===== config.mk =====
export PLATFORM = sky130hd
export DESIGN_NAME = bus_demux16_flat
export DESIGN_NICKNAME = d
export VERILOG_FILES = /design/src/rtl/bus_demux16_pkg.sv /design/src/rtl/bus_demux16_if.sv /design/src/rtl/bus_demux16_dec4to16.sv /design/src/rtl/bus_demux16.sv /design/src/flat_wrapper.sv
export SDC_FILE = /design/constraint.sdc
export NUM_CORES = 1
export LEC_CHECK = 0
export ABC_CLOCK_PERIOD_IN_PS = 5100
export CAP_MARGIN = 20
export CORE_AREA = 4 4 101 122
export CTS_BUF_LIST = sky130_fd_sc_hd__clkbuf_8
export DETAILED_ROUTE_END_ITERATION = 7
export DIE_AREA = 0 0 105 126
export PLACE_DENSITY = 0.71
export SLEW_MARGIN = 10
export SYNTH_ARGS = -nofsm -noshare
export SYNTH_HDL_FRONTEND = slang
export SYNTH_HIERARCHICAL = 1
export SYNTH_SLANG_ARGS = --single-unit

===== constraint.sdc =====
create_clock -name clk -period 5.1 [get_ports clk]
set_clock_uncertainty 0.2 [all_clocks]
set_input_delay 1.53 -clock clk [delete_from_list [all_inputs] [get_ports clk]]
set_output_delay 1.53 -clock clk [all_outputs]
set_load 0.02 [all_outputs]

===== src/rtl/bus_demux16_pkg.sv =====
// Shared types and constants for the 16-slot bus demultiplexer.
// Holds the FSM state encoding, slot geometry and the default access timeout.
package bus_demux16_pkg;

  localparam int unsigned NumSlots       = 16;
  localparam int unsigned SelW           = 4;
  localparam int unsigned DefaultTimeout = 15;
  // Wide enough for the largest permitted timeout of 255.
  localparam int unsigned CntW           = 8;

  typedef enum logic [1:0] {
    StIdle,
    StAccess,
    StDone
  } state_e;

endpackage


===== src/rtl/bus_demux16_if.sv =====
// Request/response bundle between an initiator and the demux, plus the fan-out
// towards the 16 targets (chip selects, qualifiers, latched address/data, acks).
interface bus_demux16_if
  import bus_demux16_pkg::*;
#(
  parameter int unsigned WIDTH = 32,
  parameter int unsigned AW    = 32
);

  logic [AW-1:0]       addr;
  logic [WIDTH-1:0]    wdata;
  logic                wen;
  logic                ren;
  logic [NumSlots-1:0] ack_i;
  logic [NumSlots-1:0] cs;
  logic                wr_o;
  logic                rd_o;
  logic [AW-1:0]       addr_o;
  logic [WIDTH-1:0]    wdata_o;
  logic                busy;
  logic                done;
  logic                err;

  modport master (
    output addr, wdata, wen, ren, ack_i,
    input  cs, wr_o, rd_o, addr_o, wdata_o, busy, done, err
  );

  modport slave (
    input  addr, wdata, wen, ren, ack_i,
    output cs, wr_o, rd_o, addr_o, wdata_o, busy, done, err
  );

endinterface


===== src/rtl/bus_demux16_dec4to16.sv =====
// Combinational 4-to-16 one-hot decoder used to form the slot chip selects.
module dec4to16
  import bus_demux16_pkg::*;
(
  input  logic [SelW-1:0]     sel_i,
  output logic [NumSlots-1:0] onehot_o
);

  always_comb begin
    onehot_o        = '0;
    onehot_o[sel_i] = 1'b1;
  end

endmodule


===== src/rtl/bus_demux16.sv =====
// Single-outstanding bus demultiplexer: routes one request to one of 16 slots,
// waits for that slot's ack or a timeout, then pulses done (and err on timeout).
module bus_demux16
  import bus_demux16_pkg::*;
#(
  parameter int unsigned WIDTH   = 32,
  parameter int unsigned AW      = 32,
  parameter int unsigned TIMEOUT = DefaultTimeout
) (
  input logic          clk,
  input logic          reset,
  bus_demux16_if.slave bus
);

  state_e              state_q, state_d;
  logic [CntW-1:0]     cnt_q, cnt_d;
  logic [SelW-1:0]     sel_q, sel_d;
  logic [NumSlots-1:0] cs_q, cs_d;
  logic                wr_q, wr_d;
  logic                rd_q, rd_d;
  logic                done_q, done_d;
  logic                err_q, err_d;
  logic [AW-1:0]       addr_q, addr_d;
  logic [WIDTH-1:0]    wdata_q, wdata_d;

  logic [SelW-1:0]     req_sel;
  logic [NumSlots-1:0] req_onehot;
  logic                ack_sel;
  logic                last_cycle;

  assign req_sel = bus.addr[AW-1 -: SelW];

  dec4to16 u_dec (
    .sel_i    (req_sel),
    .onehot_o (req_onehot)
  );

  // Only the latched slot's ack counts; the other 15 are ignored.
  assign ack_sel    = bus.ack_i[sel_q];
  assign last_cycle = (cnt_q == CntW'(TIMEOUT - 1));

  always_comb begin
    state_d = state_q;
    cnt_d   = cnt_q;
    sel_d   = sel_q;
    cs_d    = cs_q;
    wr_d    = wr_q;
    rd_d    = rd_q;
    addr_d  = addr_q;
    wdata_d = wdata_q;
    done_d  = 1'b0;
    err_d   = 1'b0;

    unique case (state_q)
      StIdle: begin
        if (bus.wen || bus.ren) begin
          state_d = StAccess;
          cnt_d   = '0;
          sel_d   = req_sel;
          cs_d    = req_onehot;
          // Simultaneous wen/ren resolves to a write.
          wr_d    = bus.wen;
          rd_d    = bus.ren & ~bus.wen;
          addr_d  = bus.addr;
          wdata_d = bus.wdata;
        end
      end
      StAccess: begin
        // Ack on the final permitted cycle still wins over the timeout.
        if (ack_sel || last_cycle) begin
          state_d = StDone;
          cs_d    = '0;
          wr_d    = 1'b0;
          rd_d    = 1'b0;
          done_d  = 1'b1;
          err_d   = ~ack_sel;
        end else begin
          cnt_d = cnt_q + 1'b1;
        end
      end
      StDone: begin
        state_d = StIdle;
      end
      default: begin
        state_d = StIdle;
      end
    endcase
  end

  always_ff @(posedge clk or posedge reset) begin
    if (reset) begin
      state_q <= StIdle;
      cnt_q   <= '0;
      sel_q   <= '0;
      cs_q    <= '0;
      wr_q    <= 1'b0;
      rd_q    <= 1'b0;
      done_q  <= 1'b0;
      err_q   <= 1'b0;
      addr_q  <= '0;
      wdata_q <= '0;
    end else begin
      state_q <= state_d;
      cnt_q   <= cnt_d;
      sel_q   <= sel_d;
      cs_q    <= cs_d;
      wr_q    <= wr_d;
      rd_q    <= rd_d;
      done_q  <= done_d;
      err_q   <= err_d;
      addr_q  <= addr_d;
      wdata_q <= wdata_d;
    end
  end

  assign bus.cs      = cs_q;
  assign bus.wr_o    = wr_q;
  assign bus.rd_o    = rd_q;
  assign bus.addr_o  = addr_q;
  assign bus.wdata_o = wdata_q;
  assign bus.busy    = (state_q != StIdle);
  assign bus.done    = done_q;
  assign bus.err     = err_q;

endmodule


===== src/flat_wrapper.sv =====
// flat-port wrapper written by rule: the top's interface ports become plain ports
module bus_demux16_flat import bus_demux16_pkg::*;
#(
  parameter int unsigned WIDTH   = 32,
  parameter int unsigned AW      = 32,
  parameter int unsigned TIMEOUT = DefaultTimeout
)
  (clk, reset, bus_addr, bus_wdata, bus_wen, bus_ren, bus_ack_i, bus_cs, bus_wr_o, bus_rd_o, bus_addr_o, bus_wdata_o, bus_busy, bus_done, bus_err);
  bus_demux16_if #(.WIDTH(WIDTH), .AW(AW)) bus_i ();
  input logic clk;
  input logic reset;
  input wire logic [$bits(bus_i.addr)-1:0] bus_addr;
  input wire logic [$bits(bus_i.wdata)-1:0] bus_wdata;
  input wire logic [$bits(bus_i.wen)-1:0] bus_wen;
  input wire logic [$bits(bus_i.ren)-1:0] bus_ren;
  input wire logic [$bits(bus_i.ack_i)-1:0] bus_ack_i;
  output wire logic [$bits(bus_i.cs)-1:0] bus_cs;
  output wire logic [$bits(bus_i.wr_o)-1:0] bus_wr_o;
  output wire logic [$bits(bus_i.rd_o)-1:0] bus_rd_o;
  output wire logic [$bits(bus_i.addr_o)-1:0] bus_addr_o;
  output wire logic [$bits(bus_i.wdata_o)-1:0] bus_wdata_o;
  output wire logic [$bits(bus_i.busy)-1:0] bus_busy;
  output wire logic [$bits(bus_i.done)-1:0] bus_done;
  output wire logic [$bits(bus_i.err)-1:0] bus_err;
  assign bus_i.addr = bus_addr;
  assign bus_i.wdata = bus_wdata;
  assign bus_i.wen = bus_wen;
  assign bus_i.ren = bus_ren;
  assign bus_i.ack_i = bus_ack_i;
  assign bus_cs = bus_i.cs;
  assign bus_wr_o = bus_i.wr_o;
  assign bus_rd_o = bus_i.rd_o;
  assign bus_addr_o = bus_i.addr_o;
  assign bus_wdata_o = bus_i.wdata_o;
  assign bus_busy = bus_i.busy;
  assign bus_done = bus_i.done;
  assign bus_err = bus_i.err;
  bus_demux16 #(.WIDTH(WIDTH), .AW(AW), .TIMEOUT(TIMEOUT)) u_core (.clk(clk), .reset(reset), .bus(bus_i));
endmodule

======== Yosys cells after proc, flatten, opt, wreduce, memory -nomap -nowiden ========
Index checks and enable logic that the tools add are counted.
cells by class
  bitwise gates (word level) .............. 3
  muxes and demuxes ....................... 22
  $add $sub $neg .......................... 1
  equal/unequal tests ..................... 5
  magnitude comparators ................... 3
  reductions and logical operators ........ 10
operators with widths
  kind                                                                number
  2-to-1 mux 16 bit                                                   2
  case mux 16 bit (2 select lines)                                    1
  2-to-1 mux 8 bit                                                    2
  case mux 8 bit (2 select lines)                                     1
  less-than comparator 4 x 5 -> 1 bit (second input constant)         2
  2-to-1 mux 1 bit                                                    9
  adder 8 x 1 -> 8 bit (second input constant)                        1
  == test 8 x 4 -> 1 bit (second input constant)                      1
  AND reduction 3 bit                                                 2
  binary-select mux 1 bit (select 4 bit)                              1
  demux 1 bit (select 4 bit)                                          1
  greater-or-equal comparator 4 x 1 -> 1 bit (second input constant)  1
  2-to-1 mux 2 bit                                                    2
  != test 2 x 1 -> 1 bit (second input constant)                      2
  case mux 1 bit (2 select lines)                                     2
  case mux 2 bit (2 select lines)                                     1
  AND reduction 2 bit                                                 2
  nonzero test 2 bit                                                  2
  == test 2 x 1 -> 1 bit (second input constant)                      1
  logical NOT 2 bit                                                   1
  logical OR 1 bit                                                    2
  != test 2 bit (second input constant)                               1
  inverter 1 bit                                                      2
  bitwise AND 1 bit                                                   1
  logical AND 1 bit                                                   1
word-level totals
  bits of input ports ..................... 84
  output and inout bits ................... 85
  register bits after elaboration ......... 98
  word-level logic and storage cells ...... 54

======== Longest topological paths before layout ========
Gate-level depths: netlist of run 1.
  depth after elaboration ................. 6
  gate-level depth with buffers ........... 8
  depth with buffers taken out ............ 7

======== By module ========
The synthesis of run 1 kept the hierarchy.
by module, submodules not included
  module       instances  area an instance (sq um)  seq. area each (sq um)  cells each
  bus_demux16  1          3913.8                    2352.3                  428
  dec4to16     1          226.5                     0.0                     20

======== Worst setup path before layout of run 1 ========
OpenSTA, ideal clock, no wires.
  path kind ............................... input-to-reg
  start ................................... input port bus_ack_i[13]
  end ..................................... register u_core.cs_q[0], in the netlist u_core/bus.cs[0]
  data arrival time ....................... 2.813 ns
  stages .................................. 6
  data required time ...................... 4.781 ns
  buffers on the path ..................... 1
  path slack .............................. 1.968 ns
  cell sequence ........................... mux2i_1 -> mux4_2 -> mux2_4 -> a21oi_4 -> buf_6 -> a21oi_2
on the way
  word-level cells in the longest chain between the ends .. 5
ends and longest elaborated chain
  item                                    RTL line            text
  start, declared                         flat_wrapper.sv:16  input wire logic [$bits(bus_i.ack_i)-1:0] bus_ack_i;
  binary-select mux 1 bit (select 4 bit)  bus_demux16.sv:39   assign ack_sel = bus.ack_i[sel_q];
  2-to-1 mux 1 bit (not written as such)  bus_demux16.sv:39
  logical OR 1 bit                        bus_demux16.sv:70   if (ack_sel || last_cycle) begin
  != test 2 x 1 -> 1 bit (no line)        -
  AND reduction 3 bit (no line)           -
  end signal, assigned                    bus_demux16.sv:106  cs_q <= cs_d;
  end, declared                           bus_demux16.sv:18   logic [NumSlots-1:0] cs_q, cs_d;
Every way passes these cells. The select of a mux whose other input is x is not followed.
A chain may end at the register's enable or synchronous reset.

======== Final worst setup path of run 1 ========
  start ................................... input port bus_ack_i[11]
  end ..................................... register u_core.cs_q[14], in the netlist u_core/bus.cs[14]
The elaborated chain is that of the path after synthesis.

==> results by group, run 1 <==
Power and ir drop
  – Maximum VDD drop: around 0.25 mV
  – Pwr Density: roughly 570 nW/µm²
  – Leak: between 2 and 3 nW

Final layout
  – Share of cells above drive strength 1: ~6.7%
  – Commonest cells after routing, fill and taps aside: nand2_1, clkdlybuf4s50_1, dfrtp_1
  – Most common library cell in the layout ignoring fill and taps: nand2_1
  – FF+latch area: ~2400 µm²
  – Final Core Density: a little under three fifths
  – Final Non-Filler Cells: around 740
  – Net count, final: slightly below 700
  – N_diodes: 0
  – Area of the multi-input gates: between 1500 and 2000 µm²
  – Fillers: just under 1000
  – Area delta synth->final: 47.4%

Clocking
  – Num Clock Sinks: 94
  – Clock latency on the worst-skew pair: between 0.3 and 0.4 ns
  – Hold buffers post-CTS: 0
  – Setup Buffers After CTS: 0
  – Post-CTS sizing: 0
  – Longest Clk Path Bufs: 2
  – Root Driver: clkbuf_8
  – CTS clk-pin slew, worst paths: 0.08 ns
  – CTS H-tree lvls: 3
  – CTS tree: built
  – TritonCTS buffer count: 9

Setup path
  – Worst Setup Path Type: in2reg
  – Crit-path max FO: 17
  – R2R setup slack: about 2.5 ns
  – Critical-path top delay cell: mux4_2
  – Worst Setup Start Kind: input pin
  – Reg2reg start: u_core/sel_q[2]
  – Worst endpoint required time: ~5.1 ns
  – Critical Path Source: bus_ack_i[11]
  – Crit path arrival time: 3.53 ns
  – CP delay by family, top: multiplexers
  – Slowest cell delay on critical path: ~0.52 ns
  – Crit end category: flop
  – Critical-path cell list: clkdlybuf4s50_1 -> mux2i_1 -> mux4_2 -> mux2_4 -> a21oi_4 -> a21oi_1
  – CP bufs+invs: 1

Timing
  – Setup TNS: 0 ns
  – Fin crit share: around 70%
  – Worst Max-Slew Pin Slew: ~0.85 ns
  – Final slew viol count: 0
  – Max_slew headroom: 43.3%
  – Minimum clock period: 3.52 ns
  – Final Hold Vio Count: 0
  – Worst hold margin: 0.275 ns
  – RSZ-0062 raised after global routing: false
  – Setup-failing EPs final: 0
  – Fmax: 284 MHz

Floorplanning
  – Io pins: 169
  – Die X: approximately 110 µm
  – Num rows: 42
  – Die area: about 13000 µm²
  – Die Span Y: 126 µm
  – Core Area: roughly 11000 µm²
  – Starting Density: between 30% and 40%

Yosys
  – Post-synth cell types: 40
  – Synth area leader: dfrtp_1
  – Post-synth EDFFs: 0
  – Mapped Nets: 534
  – Yosys top cell area share: 56.8%
  – Main area contributors after synthesis: dfrtp_1, nand2_1, mux2i_1, a21oi_2, clkbuf_1
  – Sequential element share of the synthesized area: 56.8%
  – Main synth FF type: dfrtp_1
  – Synth Cell Area: between 4000 and 5000 µm²
  – Mapped Cells: 448
  – Yosys warning count: 6
  – Syn_area_per_cell: 9.24 µm²
  – Yosys reg bits: 94
  – Async SR Flop Fraction: 100%

Place
  – GPL Wtd Cong: slightly above 0.8
  – Buffers on Ports: ~170
  – Inst Count DP: 729
  – DP HPWL: about 8.0 mm

Run status
  – Status: completed

Global route
  – First-pass GRT wire length: 17.9 mm
  – Vias in the first global route: 3665
  – Grt ovf: 0
  – Initial antenna violation count: 0
  – Pin count of the biggest net entering global routing: 67
  – Total track usage: around 17%

Drt
  – Drt first pass iters: 4
  – Vias: approximately 3600
  – Post-Route WL: between 10 and 15 mm
  – Vias per inst: approximately 4.8
  – Initial drt markers: 140
  – DRC violations left: 0
  – Wire per inst: approximately 15 µm
  – Antenna-violating nets left: 0

Worst hold path
  – Hold_sp: u_core/cnt_q[7]
  – Worst min path class: reg2reg

Flow run
  – Max Cap Viol: 0
==> power by group <==
group / switching [mW] / internal [mW]
combinational: 1.02 / 0.797
clock: 0.239 / 0.216
sequential: 0.194 / 1.04
==> cells by family (layout without fill, tap and decap cells) <==
group	count (synthesis)	count (layout)	share of synthesized area (%)
buffers and inverters	28	191	3.17
and+or+nand+nor	278	278	29.4
muxes	16	16	4.59
AOI/OAI and AO/OA	30	30	5.44
adders and majority gates	2	2	0.604
DFF	94	94	56.8
==> state kept, by name, indices dropped and copies added, names as in the netlist <==
name                cells
u_core/bus.wdata_o     32
u_core/bus.rd_o         1
u_core/bus.cs          16
u_core/cnt_q            8
u_core/sel_q            4
u_core/bus.done         1
u_core/bus.wr_o         1
u_core/state_q          2
u_core/bus.err          1
u_core/bus.addr_o      28
==> metal layers <==
metal | global-route usage [%] | vias up | part of all wire, %
met5 | 0 | - | 0
met1 | 20.9 | 1683 | 44
met3 | 3.28 | 18 | 5.1
met4 | 7.26 | 0 | 2.2
li1 | - | 1758 | -
met2 | 27.7 | 123 | 49
==> worst register-to-register path: cells and delay by family (launching register included) <==
kind               cells  cell delay (ns)
AOI/OAI and AO/OA      2             0.61
DFF                    1             0.64
muxes                  3             1.02
==> layout make-up <==
type	instances	area share, %
Sequential cell	94	38.6
Timing Repair Buffer	173	28.4
Multi-Input combinational cell	326	27.3
Tap cell	132	2.71
Clock buffer	9	2.03
Clock inverter	5	0.759
Inverter	4	0.287
==> worst paths after layout <==
kind,to,cells after the start
worst min register to register,u_core/cnt_q[7],1
max in group asynchronous,u_core/bus.addr_o[11],3
min in group asynchronous,u_core/bus.addr_o[17],2
worst min-delay path,u_core/cnt_q[7],1
worst max register to register,u_core/bus.cs[14],5
worst max-delay path,u_core/bus.cs[14],6
==> synth_stat cells (2+ instances only) <==
cell / number
nand2_1: 236
dfrtp_1: 94
clkbuf_1: 16
mux2i_1: 13
a21oi_1: 9
a21oi_2: 9
nor2_1: 9
nand3_1: 7
buf_4: 5
and4b_1: 4
and4bb_1: 4
inv_1: 4
nor4b_2: 4
and4bb_2: 2
buf_1: 2
ha_1: 2
mux4_2: 2
o211ai_1: 2
o31ai_1: 2
or2_2: 2
==> through the flow <==
stage | total power, mW | setup slack [ns] | cell area [µm²]
2_1_floorplan | 2.24 | 0.921 | 4140
3_3_place_gp | 3.03 | 1.30 | 5930
3_5_place_dp | 3.08 | 1.21 | 5930
4_1_cts | 3.55 | 1.61 | 6100
5_1_grt | 3.73 | 1.50 | 6100
6_report | 3.51 | 1.58 | 6100
No activity file was read; power rests on OpenSTA's default activity.
==> run 2, diff against run 1 <==
- ABC_CLOCK_PERIOD_IN_PS: 5100 -> 3400
- clock period: 5.1 -> 3.4 ns (I/O delays scaled with it)
==> run 2 against run 1 <==
Largest power group unchanged. First-iteration DRC count decreased by 12%. Critical path depth decreased by 4. Critical path type is now reg2out. Die area stayed put. Largest cell class unchanged. Utilization increased by 0.79 points.
==> results by group, run 2 (synthesized netlist as in run 1, its figures left out) <==
Timing
  – Minimum clock period: just under 3 ns
  – Fin crit share: between 80 and 90%
  – Worst Max-Slew Pin Slew: 0.568 ns (-0.280 ns)
  – Worst hold margin: 0.277 ns (+0.00256 ns)
  – Fmax: ~340 MHz
  – Final Hold Vio Count: 0 (unchanged)
  – Setup-failing EPs final: 0 (unchanged)
  – Final slew viol count: 0 (unchanged)
  – Final WS setup: 0.449 ns (-1.13 ns)
  – Max_slew headroom: 62.0% (+19 points)
  – RSZ-0062 raised after global routing: false
  – Setup TNS: 0 ns (unchanged)

Final layout
  – Area delta synth->final: 49.5%
  – Fillers: 985 (unchanged)
  – Largest register FFs: 32 (unchanged)
  – Final Core Density: 56.1% (+0.79 points)
  – Final instance area: 6190 µm² (+1.4%)
  – Net count, final: 698 (+0.58%)
  – N_diodes: 0 (unchanged)
  – Commonest cells after routing, fill and taps aside: nand2_1, clkdlybuf4s50_1, dfrtp_1
  – Most common library cell in the layout ignoring fill and taps: nand2_1
  – Share of cells above drive strength 1: 7.78% (+1.1 points)

Power and ir drop
  – Leak: 2.88 nW (+1.2%)
  – Pwr Density: 863 nW/µm² (+50%)
  – Maximum VDD drop: 0.351 mV (+40%)

Clocking
  – Longest Clk Path Bufs: 2 (unchanged)
  – TritonCTS buffer count: 9 (unchanged)
  – CTS tree: built
  – CTS H-tree lvls: 3 (unchanged)
  – Clock latency on the worst-skew pair: 0.34 ns (-0.02 ns)
  – Setup Buffers After CTS: 0 (unchanged)
  – Num Clock Sinks: 94 (unchanged)
  – Hold buffers post-CTS: 0 (unchanged)
  – CTS clk-pin slew, worst paths: 0.09 ns (about the same)
  – Post-CTS sizing: 0 (unchanged)
  – Root Driver: clkbuf_8

Place
  – Buffers on Ports: 168 (unchanged)
  – Cell area after placement: 5990 µm² (+0.95%)
  – DP HPWL: 7.59 mm (-5.0%)
  – Setup WS pre-CTS: 0.302 ns (-0.912 ns)
  – GPL Wtd Cong: 0.792 (-2.9%)

Setup path
  – CP bufs+invs: 1 (unchanged)
  – Critical-path top delay cell: clkdlybuf4s50_1
  – Crit-path max FO: 7 (-10)
  – Crit path arrival time: 1.73 ns (-1.80 ns)
  – Worst Setup Start Kind: flop
  – Critical-path cell list: or2_2 -> clkdlybuf4s50_1
  – Worst Setup Path Type: reg2out
  – Worst endpoint required time: 2.18 ns (-2.93 ns)
  – Slowest cell delay on critical path: 0.57 ns (+0.05 ns)
  – CP delay by family, top: buffers and inverters
  – Crit end category: output pin

Floorplanning
  – Starting Density: 37.5% (unchanged)
  – Die X: 105 µm (unchanged)
  – Num rows: 42 (unchanged)
  – Core Area: 11000 µm² (unchanged)
  – Io pins: 169 (unchanged)
  – Die Span Y: 126 µm (unchanged)
  – Die area: 13200 µm² (unchanged)

Worst hold path
  – Worst min path class: reg2reg

Global route
  – Initial antenna violation count: 0 (unchanged)
  – Total track usage: 15.8% (-0.76 points)
  – Vias in the first global route: 3580 (-2.3%)
  – Grt ovf: 0 (unchanged)
  – First-pass GRT wire length: 17.1 mm (-4.4%)
  – Pin count of the biggest net entering global routing: 57 (-15%)

Drt
  – DRC violations left: 0 (unchanged)
  – Wire per inst: 13.9 µm (-6.3%)
  – Initial drt markers: 123 (-12%)
  – Drt first pass iters: 4 (unchanged)
  – Vias per inst: 4.77 (-1.1%)
  – Antenna-violating nets left: 0 (unchanged)
  – Vias: 3571 (-0.31%)
  – Post-Route WL: 10.4 mm (-5.5%)

Run status
  – Status: completed

Flow run
  – Max Cap Viol: 0 (unchanged)
run 2: changes by cell type in the layout (fill, tap and decap cells not counted), sizes merged:
cell,previous run,this run
clkbuf,9,11
inv,7,5
buf,5,9
clkinvlp,0,2
run 2: layout make-up:
cell class / instances / area (µm²) / share of cell area, %
Clock buffer: 11 / 151 / 2.45
Clock inverter: 5 / 50.0 / 0.809
Inverter: 4 / 18.8 / 0.303
Multi-Input combinational cell: 326 / 1660 / 26.9
Sequential cell: 94 / 2350 / 38.0
Tap cell: 132 / 165 / 2.67
Timing Repair Buffer: 177 / 1790 / 28.9
run 2: power breakdown:
part	internal, mW	leakage [nW]	switching, mW
combinational	1.25	1.58	1.53
sequential	1.56	1.19	0.266
clock	0.374	0.108	0.363
total	3.18	2.88	2.16
run 2: worst paths after layout:
kind / startpoint / endpoint / slack [ns] / cells after the start
worst max-delay path: u_core/state_q[0] / bus_busy / 0.45 / 2
worst min-delay path: u_core/bus.addr_o[16] / u_core/bus.addr_o[16] / 0.28 / 2
worst max register to register: u_core/cnt_q[0] / u_core/bus.cs[11] / 1.09 / 8
worst min register to register: u_core/bus.addr_o[16] / u_core/bus.addr_o[16] / 0.28 / 2
max in group asynchronous: reset / u_core/bus.wdata_o[15] / 1.66 / 3
min in group asynchronous: reset / u_core/bus.cs[7] / 0.90 / 3
run 2: stage by stage:
step | power [mW] | instances
finish | 5.34 | 749
CTS | 5.43 | 749
floorplan | 3.36 | 448
global route | 5.72 | 749
detailed placement | 4.67 | 733
global placement | 4.61 | 733
run 2: worst reg2reg max path, cell delays in order (launching register included):
cell	delay [ns]
dfrtp_1	0.45
inv_1	0.08
ha_1	0.16
or4b_1	0.46
nor2_1	0.16
nand3_1	0.25
a21oi_4	0.22
buf_12	0.17
a21oi_1	0.06
run 2: routing by layer:
metal / vias to the layer above / GRT usage, % / routed length, µm
li1: 1764 / - / -
met1: 1682 / 19.6 / 4590
met2: 110 / 26.3 / 4990
met3: 15 / 4.61 / 594
met4: 0 / 5.71 / 210
met5: - / 0 / 0
==> run 3, diff against run 2 <==
- ABC_CLOCK_PERIOD_IN_PS: 3400 -> 2400
- PLACE_DENSITY: 0.71 -> 0.73
- TNS_END_PERCENT: not set -> 20
- clock period: 3.4 -> 2.4 ns (I/O delays scaled with it)
==> run 3 against run 2 <==
Total power up 49%. Critical path depth down 1. Global-route usage up 1.2 points. Combinational power up 50%. Count of clock-buffer cells in the layout up 1. Sequential power up 42%. Critical path type unchanged. Routed wire length up 7.9%.
==> results by group, run 3 (synthesized netlist as in run 1, its figures left out) <==
Run status
  – Status: completed

Flow run
  – Max Cap Viol: 0 (unchanged)

Final layout
  – Area delta synth->final: 55.1%
  – Most common library cell in the layout ignoring fill and taps: nand2_1
  – Net count, final: 711 (+1.9%)
  – Commonest cells after routing, fill and taps aside: nand2_1, clkdlybuf4s50_1, dfrtp_1
  – Largest register FFs: 32 (unchanged)
  – Fillers: 980 (-0.51%)
  – Area of the multi-input gates: 1670 µm² (+0.45%)
  – FF+latch area: 2350 µm² (unchanged)
  – Final Core Density: 58.2% (+2.1 points)
  – N_diodes: 0 (unchanged)
  – Share of cells above drive strength 1: 10.3% (+2.5 points)

Timing
  – Final slew viol count: 0 (unchanged)
  – Fmax: about 430 MHz
  – RSZ-0062 raised after global routing: false
  – Max_slew headroom: 72.6% (+11 points)
  – Worst Max-Slew Pin Slew: 0.409 ns (-0.158 ns)
  – Setup-failing EPs final: 0 (unchanged)
  – Setup TNS: 0 ns (unchanged)
  – Minimum clock period: around 2.4 ns
  – Fin crit share: 98.0%
  – Final Hold Vio Count: 0 (unchanged)

Clocking
  – Hold buffers post-CTS: 0 (unchanged)
  – CTS tree: built
  – Longest Clk Path Bufs: 2 (unchanged)
  – TritonCTS buffer count: 9 (unchanged)
  – Clock latency on the worst-skew pair: 0.35 ns (about the same)
  – Setup Buffers After CTS: 0 (unchanged)
  – Num Clock Sinks: 94 (unchanged)
  – CTS clk-pin slew, worst paths: 0.09 ns (about the same)
  – CTS H-tree lvls: 3 (unchanged)
  – Root Driver: clkbuf_8

Drt
  – Vias per inst: 4.80 (+0.72%)
  – Initial drt markers: 135 (+9.8%)
  – Antenna-violating nets left: 0 (unchanged)
  – Vias: 3659 (+2.5%)
  – DRC violations left: 0 (unchanged)
  – Drt first pass iters: 4 (unchanged)
  – Wire per inst: 14.7 µm (+6.1%)
  – Post-Route WL: 11.2 mm (+7.9%)

Setup path
  – Crit path arrival time: 1.43 ns (-0.30 ns)
  – CP delay by family, top: buffers and inverters
  – Crit-path max FO: 4 (-3)
  – Worst Setup Start Kind: flop
  – Crit end category: output pin
  – Critical-path top delay cell: clkdlybuf4s50_1
  – Critical-path cell list: clkdlybuf4s50_1
  – Worst endpoint required time: 1.48 ns (-0.70 ns)
  – Slowest cell delay on critical path: 0.64 ns (+0.07 ns)
  – CP bufs+invs: 1 (unchanged)
  – R2R setup slack: 0.15 ns (-0.94 ns)
  – Worst Setup Path Type: reg2out

Floorplanning
  – Num rows: 42 (unchanged)
  – Core Area: 11000 µm² (unchanged)
  – Starting Density: 37.5% (unchanged)
  – Io pins: 169 (unchanged)
  – Die Span Y: 126 µm (unchanged)
  – Die X: 105 µm (unchanged)
  – Die area: 13200 µm² (unchanged)

Global route
  – Total track usage: 17.0% (+1.2 points)
  – Grt ovf: 0 (unchanged)
  – Vias in the first global route: 3715 (+3.8%)
  – Pin count of the biggest net entering global routing: 69 (+21%)
  – First-pass GRT wire length: 18.4 mm (+7.0%)
  – Initial antenna violation count: 0 (unchanged)

Worst hold path
  – Worst min path class: reg2reg

Place
  – GPL Wtd Cong: 0.848 (+7.0%)
  – DP HPWL: 8.14 mm (+7.3%)
  – Buffers on Ports: 168 (unchanged)

Power and ir drop
  – Leak: 3.14 nW (+9.1%)
  – Maximum VDD drop: 0.560 mV (+60%)
  – Pwr Density: 1240 nW/µm² (+44%)
==> run 3: cell types whose count changed in the layout (fill, tap and decap cells not counted), moves of 2 or more <==
cell	before	now
buf_12	3	6
buf_4	6	14
clkdlybuf4s50_1	168	148
dlygate4sd2_1	0	2
dlymetal6s2s_1	0	17
==> run 3: layout make-up <==
type                    instances  area share [%]
flip-flops and latches         94            36.6
inverters                       4           0.292
repair buffers                190            30.8
well taps                     132            2.57
multi-input cells             326            26.0
clock inverters                 4            1.07
clock buffers                  12            2.57
==> run 3: report_power, final <==
group          internal [mW]  switching, mW
combinational           1.93           2.25
clock                  0.668          0.527
sequential              2.21          0.377
==> run 3: worst paths after layout <==
path,start,to,cells past startpoint
worst max-delay path,u_core/sel_q[3],bus_addr_o[31],1
worst max register to register,u_core/sel_q[2],u_core/bus.cs[2],7
worst min-delay path,u_core/cnt_q[7],u_core/cnt_q[7],1
min in group asynchronous,reset,u_core/bus.addr_o[8],3
max in group asynchronous,reset,u_core/bus.wdata_o[2],3
worst min register to register,u_core/cnt_q[7],u_core/cnt_q[7],1
==> run 3: worst reg2reg max path: stages (launching register included) <==
cell,delay (ns)
dfrtp_1,0.37
buf_4,0.18
mux2i_1,0.13
mux4_2,0.51
mux2_4,0.30
a21oi_4,0.21
clkbuf_16,0.20
a21oi_2,0.04
==> run 3: stage by stage <==
step / setup WS, ns / std cells / power [mW] / hold WS [ns] / area [µm²]
detailed placement: -0.401 / 745 / 6.80 / 0.261 / 6110
floorplan: 0.0780 / 448 / 4.76 / 0.238 / 4140
CTS: 0.000846 / 761 / 8.02 / 0.284 / 6350
finish: 0.0489 / 762 / 7.96 / 0.275 / 6420
global route: 0.00662 / 762 / 8.50 / 0.294 / 6420
global placement: -0.345 / 745 / 6.67 / 0.256 / 6110
==> run 3: repair_timing <==
item                                   in CTS  in global routing
pin swaps                                   1                  1
gates cloned                                0                  1
endpoints found under the hold margin       0                  0
setup endpoints to repair                   3                 24
gates resized for setup                     4                 21
==> run 3: per-layer routing <==
metal  vias up  share of wire, %  GRT usage [%]
met4         0               1.7           5.79
met3        11               4.2           3.17
li1       1795                 -              -
met2       114                50           29.6
met5         -                 0              0
met1      1739                44           21.3
